File: src/rtl/data_mem_pkg.sv
// ------------------------------------------------------------------
// data_mem_pkg : shared size encodings, IO map and load/lane helpers. Rev 1.0
// ------------------------------------------------------------------
`default_nettype none

package data_mem_pkg;

  typedef enum logic [1:0] {
    SZ_BYTE    = 2'd0,
    SZ_HALF    = 2'd1,
    SZ_WORD    = 2'd2,
    SZ_ILLEGAL = 2'd3
  } size_e;

  localparam logic [31:0] IO_IN_ADDR   = 32'd0;
  localparam logic [31:0] IO_OUT_ADDR  = 32'd4;
  localparam logic [31:0] IO_FLAG_ADDR = 32'd8;
  localparam logic [31:0] HEAP_BASE    = 32'd12;

  // Bit L of the mask selects the byte at word offset L (offset 0 = bits 31:24).
  function automatic logic [3:0] lane_mask(input logic [1:0] sz, input logic [1:0] off);
    logic [3:0] m;
    m = 4'b0000;
    case (sz)
      SZ_BYTE: m = 4'b0001 << off;
      SZ_HALF: m = off[1] ? 4'b1100 : 4'b0011;
      SZ_WORD: m = 4'b1111;
      default: m = 4'b0000;
    endcase
    return m;
  endfunction

  function automatic logic [31:0] load_extract(input logic [31:0] w, input logic [1:0] sz,
                                               input logic [1:0] off, input logic uns);
    logic [7:0]  b;
    logic [15:0] h;
    logic [31:0] r;
    b = 8'(w >> {2'd3 - off, 3'b000});
    h = off[1] ? w[15:0] : w[31:16];
    case (sz)
      SZ_BYTE: r = {{24{b[7] & ~uns}}, b};
      SZ_HALF: r = {{16{h[15] & ~uns}}, h};
      default: r = w;
    endcase
    return r;
  endfunction

endpackage

`default_nettype wire

File: src/rtl/data_mem_mmio_if.sv
// ------------------------------------------------------------------
// data_mem_mmio_if : load/store request bus with registered response. Rev 1.0
// ------------------------------------------------------------------
`default_nettype none

interface data_mem_mmio_if;
  logic        req;
  logic        we;
  logic [1:0]  size;
  logic        uns;
  logic [31:0] addr;
  logic [31:0] wdata;
  logic [31:0] rdata;
  logic        rvalid;
  logic        err;

  modport master (output req, we, size, uns, addr, wdata, input rdata, rvalid, err);
  modport slave  (input req, we, size, uns, addr, wdata, output rdata, rvalid, err);
endinterface

`default_nettype wire

File: src/rtl/data_mem_mmio_io_sync.sv
// ------------------------------------------------------------------
// io_sync : two-flop synchronizer for asynchronous input ports. Rev 1.0
// ------------------------------------------------------------------
`default_nettype none

module io_sync #(
  parameter int WIDTH = 8
) (
  input  logic             clk,
  input  logic             reset,
  input  logic [WIDTH-1:0] din,
  output logic [WIDTH-1:0] dout
);

  logic [WIDTH-1:0] meta_q, meta_d;
  logic [WIDTH-1:0] sync_q, sync_d;

  always_comb begin
    meta_d = din;
    sync_d = meta_q;
  end

  always_ff @(posedge clk) begin
    if (reset) begin
      meta_q <= '0;
      sync_q <= '0;
    end else begin
      meta_q <= meta_d;
      sync_q <= sync_d;
    end
  end

  assign dout = sync_q;

endmodule

`default_nettype wire

File: src/rtl/data_mem_mmio.sv
// ------------------------------------------------------------------
// data_mem_mmio : big-endian byte-addressed data memory with IO words. Rev 1.0
// ------------------------------------------------------------------
`default_nettype none

module data_mem_mmio
  import data_mem_pkg::*;
#(
  parameter int DEPTH_WORDS = 32,
  parameter int N_IN        = 1,
  parameter int N_OUT       = 3
) (
  input  logic                 clk,
  input  logic                 reset,
  data_mem_mmio_if.slave       bus,
  input  logic [8*N_IN-1:0]    i_in,
  output logic [8*N_OUT-1:0]   o_out,
  output logic                 irq
);

  localparam int          AW         = $clog2(DEPTH_WORDS);
  localparam int          HEAP_WORDS = DEPTH_WORDS - 3;
  localparam int          HW         = (HEAP_WORDS > 1) ? $clog2(HEAP_WORDS) : 1;
  localparam logic [31:0] ADDR_LIMIT = 32'(4 * DEPTH_WORDS);

  logic [8*N_IN-1:0]  in_sync;
  logic [8*N_IN-1:0]  prev_q, prev_d;
  logic [8*N_OUT-1:0] out_q, out_d;
  logic [N_IN-1:0]    flag_q, flag_d;
  logic [1:0]         settle_q, settle_d;
  logic [31:0]        rdata_q, rdata_d;
  logic               rvalid_q, rvalid_d;
  logic               err_q, err_d;

  logic          acc, fault, st_ok, is_heap;
  logic [1:0]    off;
  logic [AW-1:0] widx;
  logic [HW-1:0] hidx;
  logic [3:0]    mask, heap_we;
  logic [31:0]   wword, rword;
  logic [7:0]    lane_rd [4];

  io_sync #(.WIDTH(8*N_IN)) u_sync (
    .clk   (clk),
    .reset (reset),
    .din   (i_in),
    .dout  (in_sync)
  );

  // Address decode; stores are lane-replicated so each lane picks its own byte.
  always_comb begin
    acc     = bus.req & ~reset;
    off     = bus.addr[1:0];
    widx    = bus.addr[AW+1:2];
    hidx    = HW'(widx - AW'(HEAP_BASE >> 2));
    mask    = lane_mask(bus.size, off);
    fault   = (bus.size == SZ_ILLEGAL)
            | ((bus.size == SZ_HALF) & off[0])
            | ((bus.size == SZ_WORD) & (off != 2'd0))
            | (bus.addr >= ADDR_LIMIT);
    st_ok   = acc & bus.we & ~fault;
    is_heap = widx >= AW'(HEAP_BASE >> 2);
    heap_we = (st_ok && is_heap) ? mask : 4'b0000;
    case (bus.size)
      SZ_BYTE: wword = {4{bus.wdata[7:0]}};
      SZ_HALF: wword = {2{bus.wdata[15:0]}};
      default: wword = bus.wdata;
    endcase
  end

  for (genvar l = 0; l < 4; l++) begin : g_lane
    logic [7:0] mem [HEAP_WORDS];
    always_ff @(posedge clk) begin
      if (heap_we[l]) mem[hidx] <= wword[31-8*l -: 8];
    end
    assign lane_rd[l] = mem[hidx];
  end

  always_comb begin
    rword = '0;
    if (widx == AW'(IO_IN_ADDR >> 2)) begin
      rword = 32'(in_sync);
    end else if (widx == AW'(IO_OUT_ADDR >> 2)) begin
      rword = 32'(out_q);
    end else if (widx == AW'(IO_FLAG_ADDR >> 2)) begin
      for (int k = 0; k < N_IN; k++) rword[9*k] = flag_q[k];
    end else begin
      rword = {lane_rd[0], lane_rd[1], lane_rd[2], lane_rd[3]};
    end
  end

  always_comb begin
    prev_d   = in_sync;
    settle_d = (settle_q == 2'd3) ? settle_q : settle_q + 2'd1;
    out_d    = out_q;
    flag_d   = flag_q;
    rdata_d  = rdata_q;
    rvalid_d = 1'b0;
    err_d    = acc & fault;
    if (acc && !bus.we) begin
      rvalid_d = 1'b1;
      rdata_d  = fault ? 32'd0 : load_extract(rword, bus.size, off, bus.uns);
    end
    for (int k = 0; k < N_OUT; k++) begin
      if (st_ok && widx == AW'(IO_OUT_ADDR >> 2) && mask[3-k]) out_d[8*k +: 8] = wword[8*k +: 8];
    end
    // Compare is held off until prev_q has caught up with the refilled synchronizer.
    for (int k = 0; k < N_IN; k++) begin
      if (settle_q == 2'd3 && in_sync[8*k +: 8] != prev_q[8*k +: 8]) begin
        flag_d[k] = 1'b1;
      end else if (st_ok && widx == AW'(IO_FLAG_ADDR >> 2) && mask[3-k] && wword[9*k]) begin
        flag_d[k] = 1'b0;
      end
    end
  end

  always_ff @(posedge clk) begin
    if (reset) begin
      prev_q   <= '0;
      out_q    <= '0;
      flag_q   <= '0;
      settle_q <= 2'd0;
      rdata_q  <= '0;
      rvalid_q <= 1'b0;
      err_q    <= 1'b0;
    end else begin
      prev_q   <= prev_d;
      out_q    <= out_d;
      flag_q   <= flag_d;
      settle_q <= settle_d;
      rdata_q  <= rdata_d;
      rvalid_q <= rvalid_d;
      err_q    <= err_d;
    end
  end

  // Gating by reset kills a response already in flight when reset arrives.
  assign bus.rdata  = rdata_q;
  assign bus.rvalid = rvalid_q & ~reset;
  assign bus.err    = err_q & ~reset;
  assign o_out      = out_q;
  assign irq        = |flag_q;

endmodule

`default_nettype wire

File: src/flat_wrapper.sv
// flat-port wrapper written by rule: the top's interface ports become plain ports
module data_mem_mmio_flat import data_mem_pkg::*;
#(
  parameter int DEPTH_WORDS = 32,
  parameter int N_IN        = 1,
  parameter int N_OUT       = 3
)
  (clk, reset, i_in, o_out, irq, bus_req, bus_we, bus_size, bus_uns, bus_addr, bus_wdata, bus_rdata, bus_rvalid, bus_err);
  data_mem_mmio_if bus_i ();
  input  logic clk;
  input  logic reset;
  input  logic [8*N_IN-1:0] i_in;
  output logic [8*N_OUT-1:0] o_out;
  output logic irq;
  input wire logic [$bits(bus_i.req)-1:0] bus_req;
  input wire logic [$bits(bus_i.we)-1:0] bus_we;
  input wire logic [$bits(bus_i.size)-1:0] bus_size;
  input wire logic [$bits(bus_i.uns)-1:0] bus_uns;
  input wire logic [$bits(bus_i.addr)-1:0] bus_addr;
  input wire logic [$bits(bus_i.wdata)-1:0] bus_wdata;
  output wire logic [$bits(bus_i.rdata)-1:0] bus_rdata;
  output wire logic [$bits(bus_i.rvalid)-1:0] bus_rvalid;
  output wire logic [$bits(bus_i.err)-1:0] bus_err;
  assign bus_i.req = bus_req;
  assign bus_i.we = bus_we;
  assign bus_i.size = bus_size;
  assign bus_i.uns = bus_uns;
  assign bus_i.addr = bus_addr;
  assign bus_i.wdata = bus_wdata;
  assign bus_rdata = bus_i.rdata;
  assign bus_rvalid = bus_i.rvalid;
  assign bus_err = bus_i.err;
  data_mem_mmio #(.DEPTH_WORDS(DEPTH_WORDS), .N_IN(N_IN), .N_OUT(N_OUT)) u_core (.clk(clk), .reset(reset), .bus(bus_i), .i_in(i_in), .o_out(o_out), .irq(irq));
endmodule
File: config.mk
export PLATFORM = sky130hd
export DESIGN_NAME = data_mem_mmio_flat
export DESIGN_NICKNAME = d
export VERILOG_FILES = /design/src/rtl/data_mem_pkg.sv /design/src/rtl/data_mem_mmio_if.sv /design/src/rtl/data_mem_mmio_io_sync.sv /design/src/rtl/data_mem_mmio.sv /design/src/flat_wrapper.sv
export SDC_FILE = /design/constraint.sdc
export NUM_CORES = 1
export LEC_CHECK = 0
export BUFFER_PORTS_ARGS = -buffer_cell sky130_fd_sc_hd__buf_2
export CAP_MARGIN = 20
export CORE_AREA = 10 10 284 286
export CTS_BUF_LIST = sky130_fd_sc_hd__clkbuf_4 sky130_fd_sc_hd__clkbuf_8
export DETAILED_ROUTE_END_ITERATION = 7
export DIE_AREA = 0 0 294 296
export HOLD_SLACK_MARGIN = 0.02
export PLACE_DENSITY = 0.74
export SLEW_MARGIN = 20
export SYNTH_ARGS = -nofsm -noshare
export SYNTH_HDL_FRONTEND = slang
export SYNTH_SLANG_ARGS = --single-unit
File: constraint.sdc
create_clock -name clk -period 3.9 [get_ports clk]
set_clock_uncertainty 0.05 [all_clocks]
set_input_delay 0.195 -clock clk [delete_from_list [all_inputs] [get_ports clk]]
set_output_delay 0.195 -clock clk [all_outputs]
set_load 0.005 [all_outputs]
==> Word level (Yosys, flattened, before mapping) <==
Memory sizes are Yosys's and may differ from the RTL's.
Cells that the tools add are included.
{ "totals": {"reg_bits": 85, "latchBits": 0, "ram_bits": 928, "romBits": 0, "wordCells": 82, "n_memories": 4} }
{ "mem_list": {"columns": ["memory", "words", "width", "rd", "rd_ports_with_merged_regs", "wr", "line_no", "source"], "rows": [
  ["u_core.g_lane[0].mem", 29, 8, 1, 0, 1, "data_mem_mmio.sv:72", "logic [7:0] mem [HEAP_WORDS];"],
  ["u_core.g_lane[1].mem", 29, 8, 1, 0, 1, "data_mem_mmio.sv:72", null],
  ["u_core.g_lane[2].mem", 29, 8, 1, 0, 1, "data_mem_mmio.sv:72", null],
  ["u_core.g_lane[3].mem", 29, 8, 1, 0, 1, "data_mem_mmio.sv:72", null]
]} }
{ "op_classes": {"n_addsub": 3, "mul": 0, "div": 0, "magnitude_cmp": 2, "eq_ne": 7, "shifts": 2, "muxes": 22, "bitwise": 16, "reduce_logical": 15} }
{ "op_table": {"columns": ["operator", "n"], "rows": [
  ["$pmux 32 s2", 2],
  ["$mux 32", 3],
  ["$ge 32x8->1 const B", 1],
  ["$shr 32x5->8", 1],
  ["$mux 31", 1],
  ["$mux 16", 1],
  ["$mux 1", 12],
  ["$pmux 4 s3", 1],
  ["$and 1x1->1", 10],
  ["$logic_and 1x1->1", 10],
  ["$mux 4", 2],
  ["$ne 8x8->1", 1],
  ["$eq 2x2->1 const B", 3],
  ["$eq 5x1->1 const B", 1],
  ["$eq 5x2->1 const B", 1],
  ["$ge 5x2->1 const B", 1],
  ["$logic_not 5->1", 1],
  ["$sub 5x2->5 const B", 1],
  ["$reduce_bool 2->1", 2],
  ["$shl 1x2->4 const A", 1],
  ["$not 1->1", 3],
  ["$or 1x1->1", 3],
  ["$add 2x1->2 const B", 1],
  ["$eq 2x1->1 const B", 1],
  ["3 further kinds", 3]
]} }

==> Longest topological paths before layout <==
Gate-level depths: netlist of run 1.
{ "logic_depth": {"depth_word": 12, "depth_mapped": 19} }

==> Modules after synthesis <==
From an unflattened synthesis of run 1, not the netlist that was laid out.
{ "hier_totals": {"cells_unflattened": 2233, "area_unflattened_um2": 40249.9} }
{ "by_module_without_submodules": {"columns": ["module", "n_inst", "cells_each", "area_each_um2", "seq_area_each_um2"], "rows": [
  ["data_mem_mmio", 1, 2200, 39785.7, 29248.1],
  ["io_sync", 1, 33, 464.2, 320.3]
]} }

==> Worst setup path after synthesis of run 1 <==
No wires, ideal clock.
{ "synth_path": {"kind": "input to register", "start": "input port bus_addr[2]", "end": "register u_core.rdata_q[5], in the netlist u_core.bus.rdata[5]", "arrival_time_ns": 3.591, "required_time_ns": 3.727, "slack_ns": 0.136, "path_stages": 18, "n_path_buf": 9, "cell_sequence": "buf_6 buf_6 buf_6 buf_6 buf_4 clkinv_1 ha_1 buf_4 buf_4 buf_2 buf_1 mux4_2 nor4_1 a311oi_1 a31oi_1 mux2i_1 o2111ai_1 nand3_1"} }
{ "synth_between": {"elab_chain_cells": 8, "elab_cells_between_ends": 17} }
{ "synth_rtl": {"columns": ["item", "line_no", "source"], "rows": [
  ["from (decl)", "flat_wrapper.sv:19", "input wire logic [$bits(bus_i.addr)-1:0] bus_addr;"],
  ["$sub 5x2->5", "data_mem_mmio.sv:55", "hidx = HW'(widx - AW'(HEAP_BASE >> 2));"],
  ["$mem_v2 29x8", null, null],
  ["$mux 31", "data_mem_mmio.sv:85", "end else if (widx == AW'(IO_FLAG_ADDR >> 2)) begin"],
  ["$mux 32", "data_mem_mmio.sv:83", "end else if (widx == AW'(IO_OUT_ADDR >> 2)) begin"],
  ["$mux 32", "data_mem_mmio.sv:81", "if (widx == AW'(IO_IN_ADDR >> 2)) begin"],
  ["$shr 32x5->8 or $mux 16 (tied branches)", "data_mem_pkg.sv:38, data_mem_pkg.sv:39", null],
  ["$pmux 32 s2", "data_mem_pkg.sv:40", "case (sz)"],
  ["$mux 32 (*)", "data_mem_mmio.sv:102", "rdata_d = fault ? 32'd0 : load_extract(rword, bus.size, off, bus.uns);"],
  ["to (signal assigned)", "data_mem_mmio.sv:131", "rdata_q <= rdata_d;"],
  ["to (decl)", "data_mem_mmio.sv:31", "logic [31:0] rdata_q, rdata_d;"]
]} }
Mark *: on every way between the ends. The rest lies on a longest branch, timed or not.
A chain may end at the register's enable or synchronous reset.

==> Final worst setup path of run 1 <==
{ "layout_path": {"start": "input port bus_addr[18]", "end": "register u_core.rdata_q[4], in the netlist u_core.bus.rdata[4]"} }
{ "layout_between": {"elab_chain_cells": 3} }
{ "layout_rtl": {"columns": ["item", "line_no", "source"], "rows": [
  ["$ge 32x8->1", "data_mem_mmio.sv:60", "| (bus.addr >= ADDR_LIMIT);"],
  ["$or 1x1->1", "data_mem_mmio.sv:60", null],
  ["$mux 32", "data_mem_mmio.sv:102", null]
]} }
Every way passes these cells.

==> impl_metrics.tcl, run 1 <==
set metrics [dict create \
    post-place-ws_ps 232 \
    wl_um 118000 \
    synth_seq_cells 1013 \
    crit_chain "dlygate4sd3_1, buf_2, nor4_1, dlygate4sd3_1, nand4_1, dlygate4sd3_1, nor4_1, dlygate4sd3_1, buf_4, nand3_1, o21ai_0, a22oi_1, o21ai_0, dlygate4sd3_1" \
    cts_tree "yes" \
    port_buffers 137 \
    cp_slowest_cell "dlygate4sd3_1" \
    crit_start "bus_addr[18]" \
    setup_viol 0 \
    muxShareOfSynthArea_pct 14.3 \
    cts_sinks 1013 \
    drv_cap 0 \
    critical_path_class "in2reg" \
    cpMostUsedCell "dlygate4sd3_1" \
    drtAntennaViolNets 0 \
    vias_per_cell 6.43 \
    clk_latency_ps 850 \
    grt_max_degree 59 \
    grt_pass1_vias 23900 \
    r2r_cells 11 \
    worstPathMaxFanout 6 \
    relSlewSlack_pct 36.8 \
    fp.dieW_um 294 \
    yosysTopAreaCell "edfxtp_1" \
    fin_nets 2775 \
    dp.cells 3471 \
    synth_top_family_by_area "multiplexers" \
    fin_ws_ps 331 \
    critPathCapture "u_core.bus.rdata[4]$_SDFFE_PP0P_" \
    slowest_delay_ps 600 \
    post-route-period-util_pct 91.5 \
    setup_tns_ps 0 \
    synth_edf_count 928 \
    syn2layout_area_growth_pct 16.3 \
    finalHoldViolations 0 \
    synth-xor-area-share_pct 0.304 \
    r2r-start "u_core.g_lane[2].mem[26][4]$_DFFE_PP_" \
    synth_adder_area_share_pct 0.154 \
    cts_buffers 155 \
    first_pass_iters 8 \
    synth_common_cells "edfxtp_1, mux4_2, nor2_1, nand2_1, dfxtp_1" \
    fmax_mhz 280 \
    synth_compound_area_share_pct 4.76 \
    crit_family "buffers and inverters" \
    synth_cell_types 92 \
    final_max_slew_viol_count 0 \
    synthArstFlopShare_pct 0 \
    synth.most_common_cell "edfxtp_1" \
    status "finished clean" \
    worst-path-buf-inv 7 \
    post_cts_buffers 0 \
    grt_overflow_total 0 \
    path_depth 14 \
    cts.reportedPaths.clkPinSlew_ps 70 \
    gp_congestion 1.01 \
    track_usage_pct 27.3 \
    io_pins 138 \
    crit_path_start_kind "input pin" \
    start_util_pct 54.2 \
    syn_inst 2249 \
    peakVddDrop_v 0.000314 \
    synth-warning-count 0 \
    required_ps 4640 \
    placed_cell_area_mm2 0.0438 \
    yosys-top-cells-area "edfxtp_1, mux4_2, dfxtp_1" \
    vias 24400 \
    synth_top_area_share_pct 68.4 \
    die_area_mm2 0.0870 \
    final_area_mm2 0.0474 \
    fillers 5146 \
    clockBufferDepth 3 \
    cts_max_level 4 \
    crit_path_end_kind "flip-flop" \
    fin_crit_ps 3570 \
    reg2reg_to "u_core.bus.rdata[4]$_SDFFE_PP0P_" \
    drt_iter0_markers 3466 \
    dp_hpwl_um 81100 \
    grt_pass1_wl_um 170000 \
    fp-row-count 101 \
    finish.utilization_pct 63.0 \
    drive_above_1_share_pct 32.4 \
    antenna_found_initial 8 \
    cp.arrival_ps 4310 \
    ys_seq_area_share_pct 72.6 \
    p_leak_nw 16.1 \
    netlist_area_mm2 0.0407 \
    die_y_um 296 \
    detail_route.wl_per_cell_um 31.2 \
    avgSynthCellArea_um2 18.1 \
    rrSetupSlack_ps 750 \
    cts_resized 0 \
    cts_root_buf "clkbuf_8" \
    rsz0062_at_grt "false" \
    drc_errors 0 \
    hold_class "in2reg" \
    worst_pin_slew_ps 940 \
    power_density_mw_per_mm2 476 \
    stdcell_count 3792 \
    synth_nets 2333 \
    yosys.area_share.simple_pct 5.90 \
    coreArea_mm2 0.0752 \
    ys.flop_type "edfxtp_1" \
]
-- what timing repair did --
action	4_1_cts	5_1_grt
endpoints found under the setup margin	0	1
endpoints found under the hold margin	316	40
hold buffers	38	3
-- worst min-delay path by stage --
| stage | from | end | depth (start not counted) | slack, ps |
|---|---|---|---|---|
| after floorplan | bus_wdata[0] | u_core.g_lane[3].mem[0][0]$_DFFE_PP_ | 0 | 240 |
| after global routing | bus_wdata[1] | u_core.g_lane[3].mem[8][1]$_DFFE_PP_ | 2 | 40 |
| after detailed placement | i_in[0] | u_core.u_sync.meta_q[0]$_SDFF_PP0_ | 2 | 370 |
| after global placement | i_in[3] | u_core.u_sync.meta_q[3]$_SDFF_PP0_ | 2 | 370 |
| after CTS | i_in[0] | u_core.u_sync.meta_q[0]$_SDFF_PP0_ | 3 | 20 |
| final | bus_wdata[1] | u_core.g_lane[3].mem[20][1]$_DFFE_PP_ | 2 | 50 |
-- placed cells by master (no fill, tap or decap), drive strengths merged, types with 7 or more instances in the layout --
cell type    instances
o22a                 8
nand3               17
a22oi               15
dfxtp               85
mux2i               56
xnor2               10
mux2                18
clkbuf             213
nor3                17
nand2              177
clkinv              53
buf                374
nor2b               33
a2111oi              9
edfxtp             928
inv                 15
a211oi              20
a31oi               11
a21oi               47
and2                 7
nor4                13
nand4               10
o21ai               36
o22ai               19
a32oi                8
dlygate4sd3         41
o221ai               8
o211ai              16
nor2               199
and3                11
mux4               224
a311oi               8
or3                 10
-- cell families after synthesis --
group / after synthesis
simple gates: 522
compound gates: 258
buf+inv: 141
flops: 1013
xor+xnor: 12
fa+ha+maj: 5
mux: 298
-- per-layer routing --
metal / global-route usage, % / wire (um) / part of all wire (%) / vias up
li1: - / - / - / 9983
met3: 8.49 / 15100 / 13 / 291
met4: 10.9 / 4690 / 4.0 / 10
met2: 41.3 / 54100 / 46 / 1676
met1: 36.8 / 44600 / 38 / 12400
met5: 0 / 55 / 0.046 / -
-- flip-flops by register name, indices dropped and copies added (netlist names) --
name and cells:
u_core.bus.rdata 32, u_core.rvalid_q 1, u_core.err_q 1, u_core.irq 1, u_core.u_sync.dout 8, u_core.settle_q 2
u_core.o_out 24, u_core.prev_q 8, u_core.u_sync.meta_q 8, u_core.g_lane.mem 928
-- worst register-to-register path, delay by kind of cell (launching register included) --
family	cells	cell delay, ps
simple gates	3	260
compound gates	4	540
buf+inv	3	1310
mux	1	550
flops	1	350
-- power by group --
| part | leakage (nW) | total (mW) | switching, mW | internal (mW) |
|---|---|---|---|---|
| combinational | 5.54 | 1.88 | 1.21 | 0.670 |
| clock | 1.64 | 8.75 | 4.11 | 4.64 |
| sequential | 8.96 | 11.9 | 0.0121 | 11.9 |
| total | 16.1 | 22.6 | 5.34 | 17.2 |
-- per-stage QoR --
step | hold WS, ps | power, mW
2_1_floorplan | 244 | 13.2
3_3_place_gp | 365 | 13.9
3_5_place_dp | 371 | 14.0
4_1_cts | 22.2 | 22.6
5_1_grt | 35.1 | 23.2
6_report | 54.8 | 22.6
-- final cells by class --
class                   instances  area [um2]  area share, %
clock inverters                64         487           1.03
clock buffers                 213        2610           5.50
repair buffers                415        2980           6.28
multi-input cells            1095       10500           22.1
diodes                          3        7.51         0.0158
well taps                     978        1220           2.58
flip-flops and latches       1013       29600           62.4
inverters                      11        41.3         0.0872
Note: power is estimated with default switching activity, not from simulation.
==> inputs of run 2 (changes only) <==
--- a/config.mk
+++ b/config.mk
@@ -7,3 +7,2 @@
 export LEC_CHECK = 0
-export BUFFER_PORTS_ARGS = -buffer_cell sky130_fd_sc_hd__buf_2
 export CAP_MARGIN = 20
@@ -13,4 +12,5 @@
 export DIE_AREA = 0 0 294 296
+export DONT_BUFFER_PORTS = 1
 export HOLD_SLACK_MARGIN = 0.02
-export PLACE_DENSITY = 0.74
+export PLACE_DENSITY = 0.72
 export SLEW_MARGIN = 20
@@ -19 +19,2 @@
 export SYNTH_SLANG_ARGS = --single-unit
+export TNS_END_PERCENT = 100
==> constraint.sdc (replaced) <==
create_clock -name clk -period 3.9 [get_ports clk]
set_clock_uncertainty 0.05 [all_clocks]
set_input_delay 0.585 -clock clk [delete_from_list [all_inputs] [get_ports clk]]
set_output_delay 0.585 -clock clk [all_outputs]
set_load 0.005 [all_outputs]
==> run 2 against run 1 <==
Against the previous run: combinational power is 9.6% lower; clock power is 3.9% higher; via count is 2.9% lower; highest routed layer unchanged.
==> impl_metrics.tcl, run 2 (synthesized netlist as in run 1, its figures left out) <==
set metrics [dict create \
    status "finished clean" \
    coreArea_mm2 0.0752 \
    crit_path_end_kind "flip-flop" \
    wl_um 118000 \
    finish.utilization_pct 62.2 \
    worst_pin_slew_ps 1150 \
    die_area_mm2 0.0870 \
    vias 23700 \
    layout_common_cells "edfxtp_1, mux4_2, buf_4" \
    grt_pass1_wl_um 169000 \
    largest_reg_flops 928 \
    start_util_pct 54.2 \
    drt_iter0_markers 3363 \
    cts_tree "yes" \
    grt_overflow_total 0 \
    rsz0062_at_grt "false" \
    cts.reportedPaths.clkPinSlew_ps 70 \
    cts_root_buf "clkbuf_8" \
    drc_errors 0 \
    drive_above_1_share_pct 29.1 \
    cts_sinks 1013 \
    fin_crit_ps 3840 \
    dp_hpwl_um 76800 \
    track_usage_pct 27.2 \
    fmax_mhz 260 \
    post-route-period-util_pct 98.5 \
    critical_path_class "in2reg" \
    io_pins 138 \
    die_y_um 296 \
    drv_cap 0 \
    fillers 5179 \
    p_leak_nw 15.5 \
    setup_viol 0 \
    cts_buffers 157 \
    total_power_mw 22.7 \
    fin_ws_ps 59.6 \
    dp.cells 3324 \
    grt_pass1_vias 23800 \
    antenna_found_initial 12 \
    first_pass_iters 7 \
    worstPathMaxFanout 225 \
    crit_path_start_kind "input pin" \
    fp.dieW_um 294 \
    setup_tns_ps 0 \
    clockBufferDepth 3 \
    fp-row-count 101 \
    final_max_slew_viol_count 0 \
    drtAntennaViolNets 0 \
    cp.arrival_ps 4510 \
    hold_class "in2reg" \
    cts_max_level 4 \
    post-place-ws_ps 123 \
    top_register "u_core.g_lane.mem" \
    syn2layout_area_growth_pct 14.8 \
    peakVddDrop_v 0.000326 \
    holdPathStages 3 \
    detail_route.wl_per_cell_um 32.2 \
    relSlewSlack_pct 23.0 \
    grt_max_degree 226 \
    power_density_mw_per_mm2 486 \
    required_ps 4570 \
    vias_per_cell 6.47 \
    fin_nets 2623 \
    finalHoldViolations 0 \
    r2r_cells 11 \
    gp_congestion 0.958 \
    final_common_cell "edfxtp_1" \
    stdcell_count 3658 \
    clk_latency_ps 840 \
    port_buffers 0 \
]
==> run 2: cell types whose count changed in the layout (fill, tap and decap cells not counted), moves of 3 or more <==
cell and change:
clkbuf_8 +4, clkinv_8 -6, bufinv_16 +4, inv_8 +3, buf_2 -134, diode_2 +14, clkbuf_4 -9, clkinv_1 +6
buf_12 +5, buf_4 -13, dlygate4sd3_1 -14
==> run 2: metrics by stage <==
stage | hold slack, ps | instance area [um2]
finish | 66.0 | 46800
global route | 114 | 46700
CTS | 20.6 | 46700
detailed placement | 379 | 43100
global placement | 384 | 43100
floorplan | 364 | 40800
==> run 2: metal layers <==
metal | track usage (%) | vias to the layer above | share of wire (%)
met5 | 0 | - | 0.21
met4 | 14.0 | 10 | 5.2
met3 | 10.0 | 335 | 13
met2 | 40.5 | 1559 | 45
met1 | 35.0 | 12100 | 36
li1 | - | 9693 | -
==> run 2: area by class of cell <==
class,count,area (um2),area share (%)
sequential,1013,29600,63.2
multi-input combinational,1095,10500,22.4
clock buffer,208,2590,5.55
timing repair buffer,261,2200,4.71
tap,978,1220,2.62
clock inverter,75,612,1.31
inverter,11,42.5,0.0910
antenna,17,42.5,0.0910
==> run 2: final timing paths <==
check                                                           start                                to  slack, ps
worst min register to register     u_core.u_sync.meta_q[0]$_SDFF_PP0_  u_core.u_sync.dout[0]$_SDFF_PP0_        400
worst max-delay path                                      bus_addr[2]  u_core.bus.rdata[3]$_SDFFE_PP0P_         60
worst min-delay path                                      bus_addr[1]  u_core.bus.rdata[5]$_SDFFE_PP0P_         70
worst max register to register  u_core.g_lane[0].mem[18][3]$_DFFE_PP_  u_core.bus.rdata[3]$_SDFFE_PP0P_        540
==> run 2: where the power goes <==
group / internal, mW / switching (mW)
registers: 11.9 / 0.0116
logic: 0.641 / 1.06
clock network: 4.91 / 4.18
==> run 2: repair_timing <==
action | 4_1_cts | 5_1_grt
gates resized for setup | 0 | 7
setup endpoints to repair | 0 | 1
hold endpoints to repair | 296 | 0
buffers inserted | 0 | 0
hold buffers | 34 | 0
==> run 2: critical path, stage by stage <==
cell and delay (ps):
clkinv_2 180, ha_4 380, buf_12 250, buf_6 210
mux4_2 310, nor2_1 170, nor2_1 120, o22ai_1 150
nor3_1 70, buf_4 170, or2_2 290, a21oi_1 160
dlygate4sd3_1 580, o32ai_1 90, dlygate4sd3_1 580
